<file path="src/rtl/cpu_defs_pkg.sv">
// ============================================================================
// Module      : cpu_defs_pkg
// Description : Shared pipeline-control encodings, FSM state type and defaults.
// Revision    : 1.0  initial release
// ============================================================================
`default_nettype none

package cpu_defs_pkg;

  localparam int MC_W_DEFAULT = 6;

  // Each set bit holds that stage register; the lowest clear bit above a set
  // bit is where the bubble gets inserted.
  localparam logic [5:0] STALL_NONE = 6'b000000;
  localparam logic [5:0] STALL_IF   = 6'b000011;
  localparam logic [5:0] STALL_ID   = 6'b000111;
  localparam logic [5:0] STALL_EX   = 6'b001111;
  localparam logic [5:0] STALL_MEM  = 6'b011111;

  typedef enum logic [0:0] {
    ST_RUN     = 1'b0,
    ST_MC_BUSY = 1'b1
  } pc_state_e;

  function automatic logic [5:0] stall_encode(
    input logic req_mem,
    input logic req_ex,
    input logic req_id,
    input logic req_if
  );
    logic [5:0] v;
    v = STALL_NONE;
    if (req_mem)     v = STALL_MEM;
    else if (req_ex) v = STALL_EX;
    else if (req_id) v = STALL_ID;
    else if (req_if) v = STALL_IF;
    return v;
  endfunction

endpackage

`default_nettype wire

</file>
<file path="src/rtl/mc_counter.sv">
// ============================================================================
// Module      : mc_counter
// Description : Loadable down-counter with freeze and terminal (==1) flag.
// Revision    : 1.0  initial release
// ============================================================================
`default_nettype none

module mc_counter #(
  parameter int W = 6
) (
  input  logic         clk,
  input  logic         resetn,
  input  logic         clear,
  input  logic         load,
  input  logic [W-1:0] load_val,
  input  logic         dec,
  output logic         is_one
);

  logic [W-1:0] r_count;

  // Clear beats load beats decrement; the count never underflows past zero.
  always_ff @(posedge clk or negedge resetn) begin
    if (!resetn) begin
      r_count <= '0;
    end else if (clear) begin
      r_count <= '0;
    end else if (load) begin
      r_count <= load_val;
    end else if (dec && (r_count != '0)) begin
      r_count <= r_count - W'(1);
    end
  end

  assign is_one = (r_count == W'(1));

endmodule

`default_nettype wire

</file>
<file path="src/rtl/pipe_ctrl.sv">
// ============================================================================
// Module      : pipe_ctrl
// Description : 5-stage pipeline stall/flush controller with multi-cycle EX.
// Revision    : 1.0  initial release
// ============================================================================
`default_nettype none

module pipe_ctrl
  import cpu_defs_pkg::*;
#(
  parameter int MC_W  = MC_W_DEFAULT,
  parameter int CNT_W = 32
) (
  input  logic             clk,
  input  logic             resetn,
  input  logic             stallreq_if,
  input  logic             stallreq_id,
  input  logic             stallreq_ex,
  input  logic             stallreq_mem,
  input  logic             mc_start,
  input  logic [MC_W-1:0]  mc_cycles,
  input  logic             flush_req,
  input  logic [31:0]      flush_pc,
  output logic [5:0]       stall,
  output logic             flush,
  output logic [31:0]      new_pc,
  output logic             mc_done,
  output logic [CNT_W-1:0] stall_cycles
);

  pc_state_e        r_state;
  pc_state_e        w_next_state;
  logic             w_cnt_clear;
  logic             w_cnt_load;
  logic             w_cnt_dec;
  logic             w_cnt_is_one;
  logic             w_in_run;
  logic             w_in_busy;
  logic             w_single;
  logic [MC_W-1:0]  w_load_val;
  logic [CNT_W-1:0] r_stall_cycles;

  assign w_in_run   = (r_state == ST_RUN);
  assign w_in_busy  = (r_state == ST_MC_BUSY);
  // A length of 0 behaves like 1, so both finish in the start cycle.
  assign w_single   = (mc_cycles <= MC_W'(1));
  assign w_load_val = mc_cycles - MC_W'(1);

  mc_counter #(
    .W (MC_W)
  ) u_mc_counter (
    .clk      (clk),
    .resetn   (resetn),
    .clear    (w_cnt_clear),
    .load     (w_cnt_load),
    .load_val (w_load_val),
    .dec      (w_cnt_dec),
    .is_one   (w_cnt_is_one)
  );

  always_ff @(posedge clk or negedge resetn) begin
    if (!resetn) begin
      r_state <= ST_RUN;
    end else begin
      r_state <= w_next_state;
    end
  end

  always_comb begin
    w_next_state = r_state;
    w_cnt_clear  = 1'b0;
    w_cnt_load   = 1'b0;
    w_cnt_dec    = 1'b0;
    case (r_state)
      ST_RUN: begin
        if (!flush_req && mc_start && !w_single) begin
          w_cnt_load   = 1'b1;
          w_next_state = ST_MC_BUSY;
        end
      end
      ST_MC_BUSY: begin
        // A flush abandons the op; a MEM stall freezes it in place.
        if (flush_req) begin
          w_cnt_clear  = 1'b1;
          w_next_state = ST_RUN;
        end else if (!stallreq_mem) begin
          w_cnt_dec = 1'b1;
          if (w_cnt_is_one) begin
            w_next_state = ST_RUN;
          end
        end
      end
      default: begin
        w_next_state = ST_RUN;
      end
    endcase
  end

  always_comb begin
    stall   = STALL_NONE;
    flush   = 1'b0;
    new_pc  = 32'h0;
    mc_done = 1'b0;
    if (!resetn) begin
      stall   = STALL_NONE;
    end else if (flush_req) begin
      flush   = 1'b1;
      new_pc  = flush_pc;
    end else begin
      stall   = stall_encode(stallreq_mem,
                             stallreq_ex || (w_in_run && mc_start) || w_in_busy,
                             stallreq_id,
                             stallreq_if);
      mc_done = (w_in_run && mc_start && w_single) ||
                (w_in_busy && !stallreq_mem && w_cnt_is_one);
    end
  end

  always_ff @(posedge clk or negedge resetn) begin
    if (!resetn) begin
      r_stall_cycles <= '0;
    end else if (stall[0]) begin
      r_stall_cycles <= r_stall_cycles + CNT_W'(1);
    end
  end

  assign stall_cycles = r_stall_cycles;

endmodule

`default_nettype wire

</file>
<file path="config.mk">
export PLATFORM = sky130hd
export DESIGN_NAME = pipe_ctrl
export DESIGN_NICKNAME = d
export VERILOG_FILES = /design/src/rtl/cpu_defs_pkg.sv /design/src/rtl/mc_counter.sv /design/src/rtl/pipe_ctrl.sv
export SDC_FILE = /design/constraint.sdc
export NUM_CORES = 1
export LEC_CHECK = 0
export CORE_MARGIN = 2
export CORE_UTILIZATION = 45
export CTS_CLUSTER_DIAMETER = 80
export DETAILED_ROUTE_END_ITERATION = 10
export GPL_TIMING_DRIVEN = 0
export PLACE_DENSITY = 0.95
export SYNTH_ARGS = -nofsm -noshare
export SYNTH_HDL_FRONTEND = slang
export SYNTH_HIERARCHICAL = 1
export SYNTH_SLANG_ARGS = --single-unit
</file>
<file path="constraint.sdc">
create_clock -name clk -period 3.06 [get_ports clk]
set_input_delay 0.459 -clock clk [delete_from_list [all_inputs] [get_ports clk]]
set_output_delay 0.459 -clock clk [all_outputs]
set_load 0.005 [all_outputs]
</file>
==> metrics.txt, run 1 <==
status=completed; Unique masters post-synth=47; FFs w/ async S/R, synth=100%; crit path launch type=input port; Cell Chain, Critical Path=clkdlybuf4s50_1 -> clkbuf_1 -> nand2b_1 -> a21oi_4 -> buf_4 -> clkdlybuf4s50_1; die width=between 70 and 80 um; Worst IR Drop VDD=0.233 mV; Final ANT Viol Nets=0; synth-to-layout area growth=56.9%; Cell Area, Placed=3780 sq um; GRT Util Overall=23.3%; crit path max fanout=10; total number of H-tree levels=2; met2 routed WL=between 3000 and 4000 um; CP max stage cell=clkdlybuf4s50_1; Hold Crit Class=input port to asynchronous set/reset pin; Leak=1.76 nW; largest net degree at the start of global routing=30; highest layer used for signal routing=met4; io pins=118; CTS Buf Count=5; initial antenna violation count=0; Max Fclk=349 MHz; reg2reg start=r_state; via/cell ratio=5.49; Fin. Hold Viols=0; die area=~6200 sq um; worst r2r path cells=5; PortBufs=116; max cap viols=0; element type at the critical path end=output port; Power Density=404 nW/um^2; Tcrit/Tclk final=93.6%; initial core utilization=46.2%; Core Region=5440 sq um; Worst Path Required=about 2.6 ns; Tot Pwr=1.59 mW; grt ovf=0; nets@finish=450; Slew HR=55.8%; Met1 Routed Length=approximately 2800 um; Netlist Area Pre-Place=2510 sq um; post-route insts no fill=472; Die Y=a little under 80 um; Hold Buf Count CTS=0; worst-margin pin slew=0.662 ns; vias in the first global route=2,529; Setup Crit Path Kind=input port to output port; slowest stage delay, CP=0.48 ns; clock sink total=39; routed wire length=7000 um; routed vias=between 2,000 and 3,000; Avg Cell Area, Syn=9.13 sq um; Worst Setup SP=flush_req; ys flop type=dfrtp_1; Worst-path clk slew=0.08 ns; Clk Latency, worst-skew pair=0.29 ns; # rows=27; number of synthesized register bits=39; buffers and inverters on the worst path=4; WL per Instance=roughly 15 um; critical path arrival=2.41 ns; number of flops mapped to enable cells by yosys=0; Post-CTS Setup Bufs=0; Fin Clk Skew=0.00728 ns; Synth Net Count=326; Setup violations, final=0; DR WL met3=~440 um; Seq/Total Area, Yosys=38.9%; RSZ-0062 raised after global routing=no; DRT Pass-1 Iters=4; n_diodes=0; Crit path top cell by count=clkdlybuf4s50_1; final instance area=~3900 sq um; Post-route DRC=0; DP HPWL=5400 um; Period minus WS final=2.86 ns; Slew Limit Fails=0; Clock Path Buffers=2; Synth Instances=275; first-pass GRT wire length=11,600 um; YS warnings=6; CP delay by family, top=buffers and inverters; share of layout cells above drive strength 1=7.00%; Worst path depth=6; Detailed Route Iter0 Violations=~160; Cell Count Post-Placement=464; Routability Congestion=0.842; Root Driver=clkbuf_8; CTS tree=done
==> layout by cell type (no fill, tap or decap), types with 3 or more instances in the layout <==
master	n
nand2_1	19
or3_1	6
and4_1	3
and3_1	39
nor2_1	12
clkbuf_8	5
xor2_1	22
and2_1	8
clkbuf_1	9
xnor2_1	13
dfrtp_1	39
nor4_1	10
nand4_1	12
clkdlybuf4s50_1	115
ha_1	5
nor3_1	15
inv_1	11
nand3_1	8
o211ai_1	4
==> path summary, 6_finish.rpt <==
| path | slack, ns | to |
|---|---|---|
| worst max-delay path | 0.20 | stall[1] |
| worst min-delay path | 0.1 | stall_cycles[13] |
| worst max register to register | 0.84 | u_mc_counter/r_count[5] |
| worst min register to register | 0.47 | stall_cycles[31] |
| max in group asynchronous | 2.47 | stall_cycles[25] |
| min in group clk | 0.47 | stall_cycles[31] |
==> logic make-up (layout without fill, tap and decap cells) <==
logic type | count (synthesis) | count (layout) | synth area share (%)
AO/OA/AOI/OAI | 16 | 16 | 5.18
XOR/XNOR | 35 | 35 | 12.2
adder cells (fa/ha/maj) | 5 | 5 | 2.49
buffers and inverters | 24 | 149 | 4.23
flip-flops | 39 | 39 | 38.9
multiplexers | 2 | 2 | 0.847
other | 1 | 1 | 0.149
AND/OR/NAND/NOR | 153 | 153 | 36.0
==> per-stage QoR <==
step           setup slack, ns  hold WS, ns  utilization, %  TNS [ns]
3_5_place_dp           -0.0792        0.420            69.5    -0.227
4_1_cts                  0.112        0.102            72.0         0
6_report                 0.196       0.0952            72.4         0
2_1_floorplan            0.861        0.163               -         0
3_3_place_gp             -1.50        0.454            69.2    -46.95
5_1_grt                 0.0360        0.113            72.4         0
==> area by class of cell <==
class,count,area [sq um]
fill,396,1500
multi-input combinational,212,1460
timing repair buffer,117,1180
sequential,39,976
tap,72,90.1
clock buffer,6,72.6
buffer,13,65.1
clock inverter,2,60.1
inverter,11,41.3
==> timing repair <==
action | 4_1_cts | 5_1_grt
resized for setup | 1 | 4
setup endpoints to repair | 2 | 4
gates cloned | 0 | 0
==> worst reg2reg max path, stage by stage (launching register included) <==
cell and delay, ns:
dfrtp_1 0.48, nand2b_1 0.11, nor2_1 0.30, or4b_4 0.53
or4_1 0.43, a311oi_1 0.28
==> where the power goes <==
group | leakage [nW] | internal (mW) | total, mW | switching [mW]
clock | 0.0654 | 0.326 | 0.508 | 0.182
combinational | 1.18 | 0.255 | 0.421 | 0.165
sequential | 0.514 | 0.578 | 0.664 | 0.0862
total | 1.76 | 1.16 | 1.59 | 0.433
==> sequential cells by signal, summed over array words and instances (netlist names) <==
register	count
stall_cycles	32
u_mc_counter/r_count	6
r_state	1
==> layer usage <==
| layer | up-vias | global-route usage, % |
|---|---|---|
| li1 | 1239 | - |
| met3 | 14 | 5.57 |
| met1 | 1239 | 27.6 |
| met5 | - | 0 |
| met2 | 100 | 40.9 |
| met4 | 0 | 8.25 |
==> cell usage after synthesis (5+ instances only) <==
library cell  count  share of area, %
and3_1           39               9.7
dfrtp_1          39                39
xor2_1           22               7.7
nand2_1          19               2.8
nor3_1           16               3.2
xnor2_1          13               4.5
nand4_1          12               3.0
nor2_1           12               1.8
inv_1            11               1.6
nor4_1           11               2.7
and2_1            8               2.0
clkbuf_1          8               1.2
nand3_1           8               1.6
or3_1             6               1.5
ha_1              5               2.5
No activity file was read; power rests on OpenSTA's default activity.
==> run 2, diff against run 1 <==
CELL_PAD_IN_SITES_DETAIL_PLACEMENT = 1   (was unset)
CELL_PAD_IN_SITES_GLOBAL_PLACEMENT = 2   (was unset)
CORE_UTILIZATION = 25   (was 45)
==> run 2 against run 1 <==
  * Clock power fell by 32%
  * Register-to-register slack improved by 0.06 ns
  * Maximum frequency barely moved
==> metrics.txt, run 2 (synthesis results as in run 1) <==
status=completed; Setup violations, final=0; GRT Util Overall=14.8%; crit path launch type=input port; Worst Path Required=~2.6 ns; met1 GRT Util=17.5%; PortBufs=approximately 120; leading cell type in the layout, fill and taps excluded=clkdlybuf4s50_1; element type at the critical path end=output port; CTS Buf Count=5; synth-to-layout area growth=57.9%; Slew HR=62.5%; Hold Buf Count CTS=0; crit path max fanout=3; DP HPWL=6310 um; Setup Crit Path Kind=input port to output port; initial antenna violation count=0; DRT Pass-1 Iters=4; first-pass GRT wire length=13,500 um; nets@finish=~450; critical path arrival=2.40 ns; most frequent cells in the layout=clkdlybuf4s50_1 (115), and3_1 (39), dfrtp_1 (39), xor2_1 (22), nand2_1 (19); Slew Limit Fails=0; GR Util met3=3.63%; final instance area=3970 sq um; Fin Clk Skew=0.00540 ns; n_diodes=0; initial core utilization=25.7%; Die Y=104 um; Post-route DRC=0; Fin. Hold Viols=0; Clk Latency, worst-skew pair=between 0.2 and 0.3 ns; CTS tree=done; io pins=118; final worst slack=0.199 ns; grt ovf=0; RSZ-0062 raised after global routing=no; routed vias=2,544; Leak=about 1.7 nW; Place WS=-0.287 ns; largest net degree at the start of global routing=26; Max Fclk=349 MHz; vias in the first global route=~2,700; routed wire length=approximately 8000 um; via/cell ratio=4.76; worst-margin pin slew=0.562 ns; total number of H-tree levels=2; Tcrit/Tclk final=a little over 90%; max FFs per register=32; Fill cells=1,137; M2 GR Usage=26.6%; Clock Path Buffers=2; Worst-path clk slew=0.08 ns; Hold Crit Class=input port to asynchronous set/reset pin; # rows=36; Routability Congestion=0.740; GRT busiest layer=met2; Power Density=around 360 nW/um^2; share of layout cells above drive strength 1=6.48%; hold slack=0.150 ns; Worst IR Drop VDD=0.126 mV; Period minus WS final=roughly 2.9 ns; Root Driver=clkbuf_8; max cap viols=0; Detailed Route Iter0 Violations=49; die area=10,900 sq um; final setup TNS=0 ns; die width=between 100 and 150 um; WL per Instance=14.8 um; Cell Area, Placed=3860 sq um; Core Region=between 9000 and 10,000 sq um; Final ANT Viol Nets=0; final design utilization=40.6%; clock sink total=39
[run 2: final cells by class]
cell class	instances	area [sq um]	area share [%]
Clock buffer	7	76.3	1.92
Inverter	11	41.3	1.04
Multi-Input combinational cell	212	1450	36.5
Sequential cell	39	976	24.6
Tap cell	133	166	4.20
Buffer	13	65.1	1.64
Timing Repair Buffer	118	1190	30.0
Clock inverter	1	5.00	0.126
[run 2: worst paths after layout]
path,start,endpoint,slack (ns),cells past startpoint
worst max-delay path,mc_cycles[3],mc_done,0.20,6
worst min-delay path,resetn,stall_cycles[29],0.15,1
worst max register to register,r_state,u_mc_counter/r_count[5],0.90,5
worst min register to register,stall_cycles[31],stall_cycles[31],0.46,1
max in group asynchronous,resetn,stall_cycles[4],2.40,2
min in group clk,stall_cycles[31],stall_cycles[31],0.46,1
[run 2: repair_timing]
action,in CTS,in global routing
resized for setup,1,2
endpoints found under the setup margin,2,1
setup buffers,0,0
[run 2: power breakdown]
group          internal (mW)  switching (mW)  total [mW]
logic                  0.259           0.166       0.425
registers              0.578          0.0873       0.665
clock network          0.160           0.185       0.345
[run 2: per-stage QoR]
| step | total power [mW] | std cells |
|---|---|---|
| 4_1_cts | 1.46 | 533 |
| 6_report | 1.43 | 534 |
| 2_1_floorplan | 0.839 | 275 |
| 3_5_place_dp | 1.10 | 525 |
| 5_1_grt | 1.53 | 534 |
| 3_3_place_gp | 1.08 | 524 |
[run 2: layer usage]
metal | wire length [um] | vias up | part of all wire [%]
met5 | 0 | - | 0
met4 | 108 | 0 | 1.4
met3 | 426 | 9 | 5.4
met2 | 4000 | 75 | 51
met1 | 3350 | 1223 | 43
li1 | - | 1237 | -
[run 2: worst max-delay path: stages]
cell and delay (ns):
clkdlybuf4s50_1 0.45, or3_1 0.41, nor3_1 0.29, nand3b_1 0.12, a21oi_1 0.15, clkdlybuf4s50_1 0.53
==> RTL change 1: new RTL, settings of run 2 <==
The package constant `MC_W_DEFAULT` goes from 6 to 12.
--- a/src/rtl/cpu_defs_pkg.sv
+++ b/src/rtl/cpu_defs_pkg.sv
@@ -7,7 +7,7 @@
 
 package cpu_defs_pkg;
 
-  localparam int MC_W_DEFAULT = 6;
+  localparam int MC_W_DEFAULT = 12;
 
   // Each set bit holds that stage register; the lowest clear bit above a set
   // bit is where the bubble gets inserted.
Ports: changed (resized mc_cycles); port bits go from 118 to 124. No check against the original RTL was run, so the function may have changed too.
==> RTL change 1 against run 2 <==
  * Synthesized area up 21%
  * Via count grew 24%
  * Sequential cell count up 6
  * Worst setup slack got worse by 0.084 ns
  * Design area is 17% higher
  * Power up 34%
  * Largest cell class unchanged
  * Routed wire length rose by 28%
  * Die area up 20%
  * Highest routed layer unchanged
  * Non-clock buffer count rose by 13
==> RTL change 1: results (changes against run 2) <==
- Pin count of the biggest net entering global routing: 37 (+42%)
- Initial antenna violation count: 0 (unchanged)
- CTS max path bufs: 2 (unchanged)
- Net count, final: 525 (+16%)
- Drt wl/cell: 16.4 um (+11%)
- CP Max Fanout: 11 (+8)
- Fin Clk Skew: 0.0111 ns (+0.00574 ns)
- Synth Area in Adders: 2.47% (-0.020 points)
- Reg2reg end: u_mc_counter/r_count[10]$_DFFE_PN0P_
- Critical path's slowest cell: clkdlybuf4s50_1
- Status: finished clean
- Layout cell share with drive strength beyond 1: 7.48% (+0.99 points)
- Hold crit path type: primary input to asynchronous set/reset pin
- Diodes inserted: 0 (unchanged)
- Top cells by area, synth: dfrtp_1, xnor2_1, and3_1
- Post-synth net total: 393 (+21%)
- Setup slack, reg-to-reg: 0.81 ns (-0.09 ns)
- Cells after Synth: 335 (+22%)
- Power share of the clock group: 32.3% (+8.3 points)
- First-pass GRT wire length: 16700 um (+24%)
- Ys Warns: 6 (unchanged)
- Least-Margin Pin Slew: 0.870 ns (+0.309 ns)
- Number of flip-flops in the largest register: 32 (unchanged)
- CP max stage delay: 0.51 ns (-0.02 ns)
- Setup WS pre-CTS: -0.477 ns (-0.190 ns)
- Comb pwr share: 27.9% (-1.7 points)
- Num CTS Buffers: 5 (unchanged)
- Crit path DAT: 2.49 ns (+0.09 ns)
- CTS Root Cell: clkbuf_16
- Initial DRC count: 133 (+170%)
- Count of different cell masters after synthesis: 51 (+8.5%)
- P_sw: 581 uW (+33%)
- Reg-to-reg critical path startpoint: u_mc_counter/r_count[0]$_DFFE_PN0P_
- Worst hold slack: 0.0850 ns (-0.0650 ns)
- 1st-pass router iterations: 4 (unchanged)
- PortBufs: 122 (+5.2%)
- Post-DP HPWL: 7950 um (+26%)
- Clock group power: 622 uW (+80%)
- Peak supply drop: 214 uV (+70%)
- Clock Pin Slew Worst Setup and Hold Paths: 0.06 ns (-0.02 ns)
- Area after DPL: 0.00446 sq mm (+15%)
- Pleak: 0.00188 uW (+7.6%)
- Vias per cell: 5.13 (+7.6%)
- Number of global-route vias before repair: 3329 (+24%)
- Gpl congestion: 0.865 (+17%)
- Inst Count DP: 605 (+15%)
- Multiplexer area fraction after synthesis: 0% (-0.85 points)
- Final std cells w/o fill: 615 (+15%)
- Seq/Total Area, Yosys: 37.1% (-1.8 points)
- List of most frequent post-synthesis cells: dfrtp_1, and3_1, xnor2_1
- Global Route Usage Sum: 15.6% (+0.76 points)
- Synth Area in Compound Gates: 10.2% (+5.0 points)
- R2R cell count: 6 (+1)
- Depth of the CTS H-tree: 2 (unchanged)
- Post-synthesis xor/xnor area fraction: 11.8% (-0.39 points)
==> RTL change 1: cell count changes after synthesis, moves of 5 or more <==
cell and change:
clkbuf_1 +5, dfrtp_1 +6, inv_1 +7, nand2_1 +7, nand3_1 +7, nand4_1 +9
nor2_1 +8, nor3_1 -5, nor4_1 -6, xnor2_1 +23, xor2_1 -17
==> RTL change 1: how the worst max path moves through the flow <==
stage                             from                                  end  slack, ns  cells after the start
after floorplan           mc_cycles[0]  u_mc_counter/r_count[7]$_DFFE_PN0P_       0.74                     11
after global placement          resetn                             stall[1]      -2.06                      7
after detailed placement  mc_cycles[0]  u_mc_counter/r_count[5]$_DFFE_PN0P_      -0.48                     11
after CTS                     mc_start                             stall[1]      0.004                      7
after global routing          mc_start                             stall[1]      0.008                      7
final                         mc_start                             stall[1]       0.11                      7
==> RTL change 1: cells by family (layout without fill, tap and decap cells) <==
logic type | count (synthesis) | in the layout
buffers and inverters | 37 | 170
DFF | 45 | 45
adders and majority gates | 6 | 6
and+or+nand+nor | 171 | 171
AOI/OAI and AO/OA | 34 | 34
other | 1 | 1
xor gates and xnor gates | 41 | 41
==> RTL change 1: final cells by class <==
cell class,count,area (sq um)
repair buffers,125,1250
clock buffers,6,129
plain buffers,19,91.3
fillers,1401,7250
well taps,147,184
flip-flops and latches,45,1130
inverters,18,67.6
multi-input cells,253,1770
clock inverters,2,38.8
==> RTL change 1: what timing repair did <==
| item | in CTS | in global routing |
|---|---|---|
| pin swaps | 1 | 1 |
| setup endpoints to repair | 6 | 7 |
| resized for setup | 4 | 8 |
| setup buffers | 1 | 1 |
==> RTL change 1: layer usage <==
layer	global-route usage [%]	up-vias	routed length, um
li1	-	1483	-
met1	19.7	1543	4340
met2	27.4	113	4930
met3	2.33	14	659
met4	4.55	0	148
met5	0	-	0
==> RTL change 2: new RTL, flow settings as in run 2 <==
Made on the original files. Make the reset (`resetn`) synchronous in 3 clocked blocks.
--- a/src/rtl/mc_counter.sv
+++ b/src/rtl/mc_counter.sv
@@ -20,7 +20,7 @@
   logic [W-1:0] r_count;
 
   // Clear beats load beats decrement; the count never underflows past zero.
-  always_ff @(posedge clk or negedge resetn) begin
+  always_ff @(posedge clk) begin
     if (!resetn) begin
       r_count <= '0;
     end else if (clear) begin
--- a/src/rtl/pipe_ctrl.sv
+++ b/src/rtl/pipe_ctrl.sv
@@ -58,7 +58,7 @@
     .is_one   (w_cnt_is_one)
   );
 
-  always_ff @(posedge clk or negedge resetn) begin
+  always_ff @(posedge clk) begin
     if (!resetn) begin
       r_state <= ST_RUN;
     end else begin
@@ -116,7 +116,7 @@
     end
   end
 
-  always_ff @(posedge clk or negedge resetn) begin
+  always_ff @(posedge clk) begin
     if (!resetn) begin
       r_stall_cycles <= '0;
     end else if (stall[0]) begin
Check against the original RTL: differs if resetn is asserted again (counterexample within 4 cycles, from zero or initial values and one cycle with resetn low); with resetn held inactive, the same outputs for 10 cycles.
==> RTL change 2 against run 2 <==
  * Register-to-register slack gained 0.26 ns
  * Non-clock buffer count is the same
  * Sequential cell count is the same
  * Synthesized cell count grew 6.9%
  * Critical endpoint unchanged
  * Design area shrank 2.4%
  * Synthesized area shrank 2.9%
  * Fmax shrank 0.55%
  * Power shrank 19%
  * Routed wire length grew 2.3%
  * Worst setup slack lost 0.016 ns
  * Hold slack gained 0.37 ns
==> RTL change 2: results (changes against run 2) <==
- Pin count of the biggest net entering global routing: 13 (-50%)
- Fin Clk Skew: 0.00657 ns (+0.00117 ns)
- Metal2 WL: 4210 um (+5.3%)
- Count of different cell masters after synthesis: 45 (-4.3%)
- Gpl congestion: 0.795 (+7.4%)
- P_sw: 306 uW (-30%)
- Setup slack, reg-to-reg: 1.16 ns (+0.26 ns)
- Relative slew slack: 60.1% (-2.4 points)
- Crit path DAT: 2.42 ns (+0.02 ns)
- Synth Area in Compound Gates: 8.62% (+3.4 points)
- Setup crit start: mc_cycles[3]
- Power share of the clock group: 34.1% (+10 points)
- List of most frequent post-synthesis cells: dfxtp_1, nor2_1, and3_1
- Hold Path Stages: 2
- Asr flop ratio synth: 0% (-100 points)
- CP max stage delay: 0.53 ns (about the same)
- Worst hold slack: 0.522 ns (+0.372 ns)
- Seq/Total Area, Yosys: 32.0% (-6.8 points)
- Post-synth net total: 346 (+6.1%)
- Max Clock Freq: 348 MHz (-0.55%)
- Filler Cell Count: 1147 (+0.88%)
- Final std cells w/o fill: 551 (+3.2%)
- Hold crit path type: flip-flop to flip-flop
- Int Power: 860 uW (-14%)
- Global Route Usage Sum: 15.9% (+1.1 points)
- Reg2reg end: u_mc_counter/r_count[4]$_SDFFE_PP0P_
- Multiplexer area fraction after synthesis: 1.64% (+0.80 points)
- Pleak: 0.00144 uW (-17%)
- Comb pwr share: 20.5% (-9.1 points)
- Resized Gates After CTS: 0 (-1)
- Inst Count DP: 543 (+3.4%)
- Initial DRC count: 86 (+76%)
- WL met3: 564 um (+32%)
- Setup WS pre-CTS: 0.0210 ns (+0.308 ns)
- WL final: 8070 um (+2.3%)
- Vias per cell: 4.75 (-0.27%)
- WL met1: 3210 um (-4.3%)
- Peak supply drop: 154 uV (+22%)
- First-pass GRT wire length: 13300 um (-0.97%)
- Number of global-route vias before repair: 2706 (+0.59%)
- Top cells by area, synth: dfxtp_1, and3_1, xnor2_1
- Reg-to-reg critical path startpoint: r_state$_SDFF_PN0_
- Status: finished clean
- Num CTS Buffers: 5 (unchanged)
- Mean post-synth cell area: 8.29 sq um (-9.2%)
- Post-synthesis xor/xnor area fraction: 11.9% (-0.35 points)
- Post-DP HPWL: 6420 um (+1.7%)
- Synth Area in Adders: 3.08% (+0.59 points)
RTL change 2: cell types whose count changed in the layout (fill, tap and decap cells not counted), moves of 5 or more:
cell	run 2	this run
a21oi_1	2	9
nor3_1	16	7
nor4_1	10	4
dfxtp_1	0	39
dfrtp_1	39	0
xor2_1	22	16
and3_1	39	34
nor2_1	12	37
RTL change 2: routing by layer:
| layer | vias up | GRT usage (%) |
|---|---|---|
| li1 | 1275 | - |
| met3 | 6 | 4.41 |
| met2 | 88 | 29.2 |
| met1 | 1249 | 18.1 |
| met4 | 0 | 4.25 |
| met5 | - | 0 |
RTL change 2: final cells by class:
class	instances	share of cell area (%)
clock inverter	1	0.194
timing repair buffer	116	30.0
tap	133	4.30
clock buffer	7	2.49
sequential	39	20.2
buffer	15	1.75
inverter	11	1.07
multi-input combinational	229	40.0
RTL change 2: kinds of logic after synthesis:
kind of cell	after synthesis
compound gates	25
xor+xnor	33
fa+ha+maj	6
buf+inv	26
flops	39
mux	4
other cells	1
simple gates	160
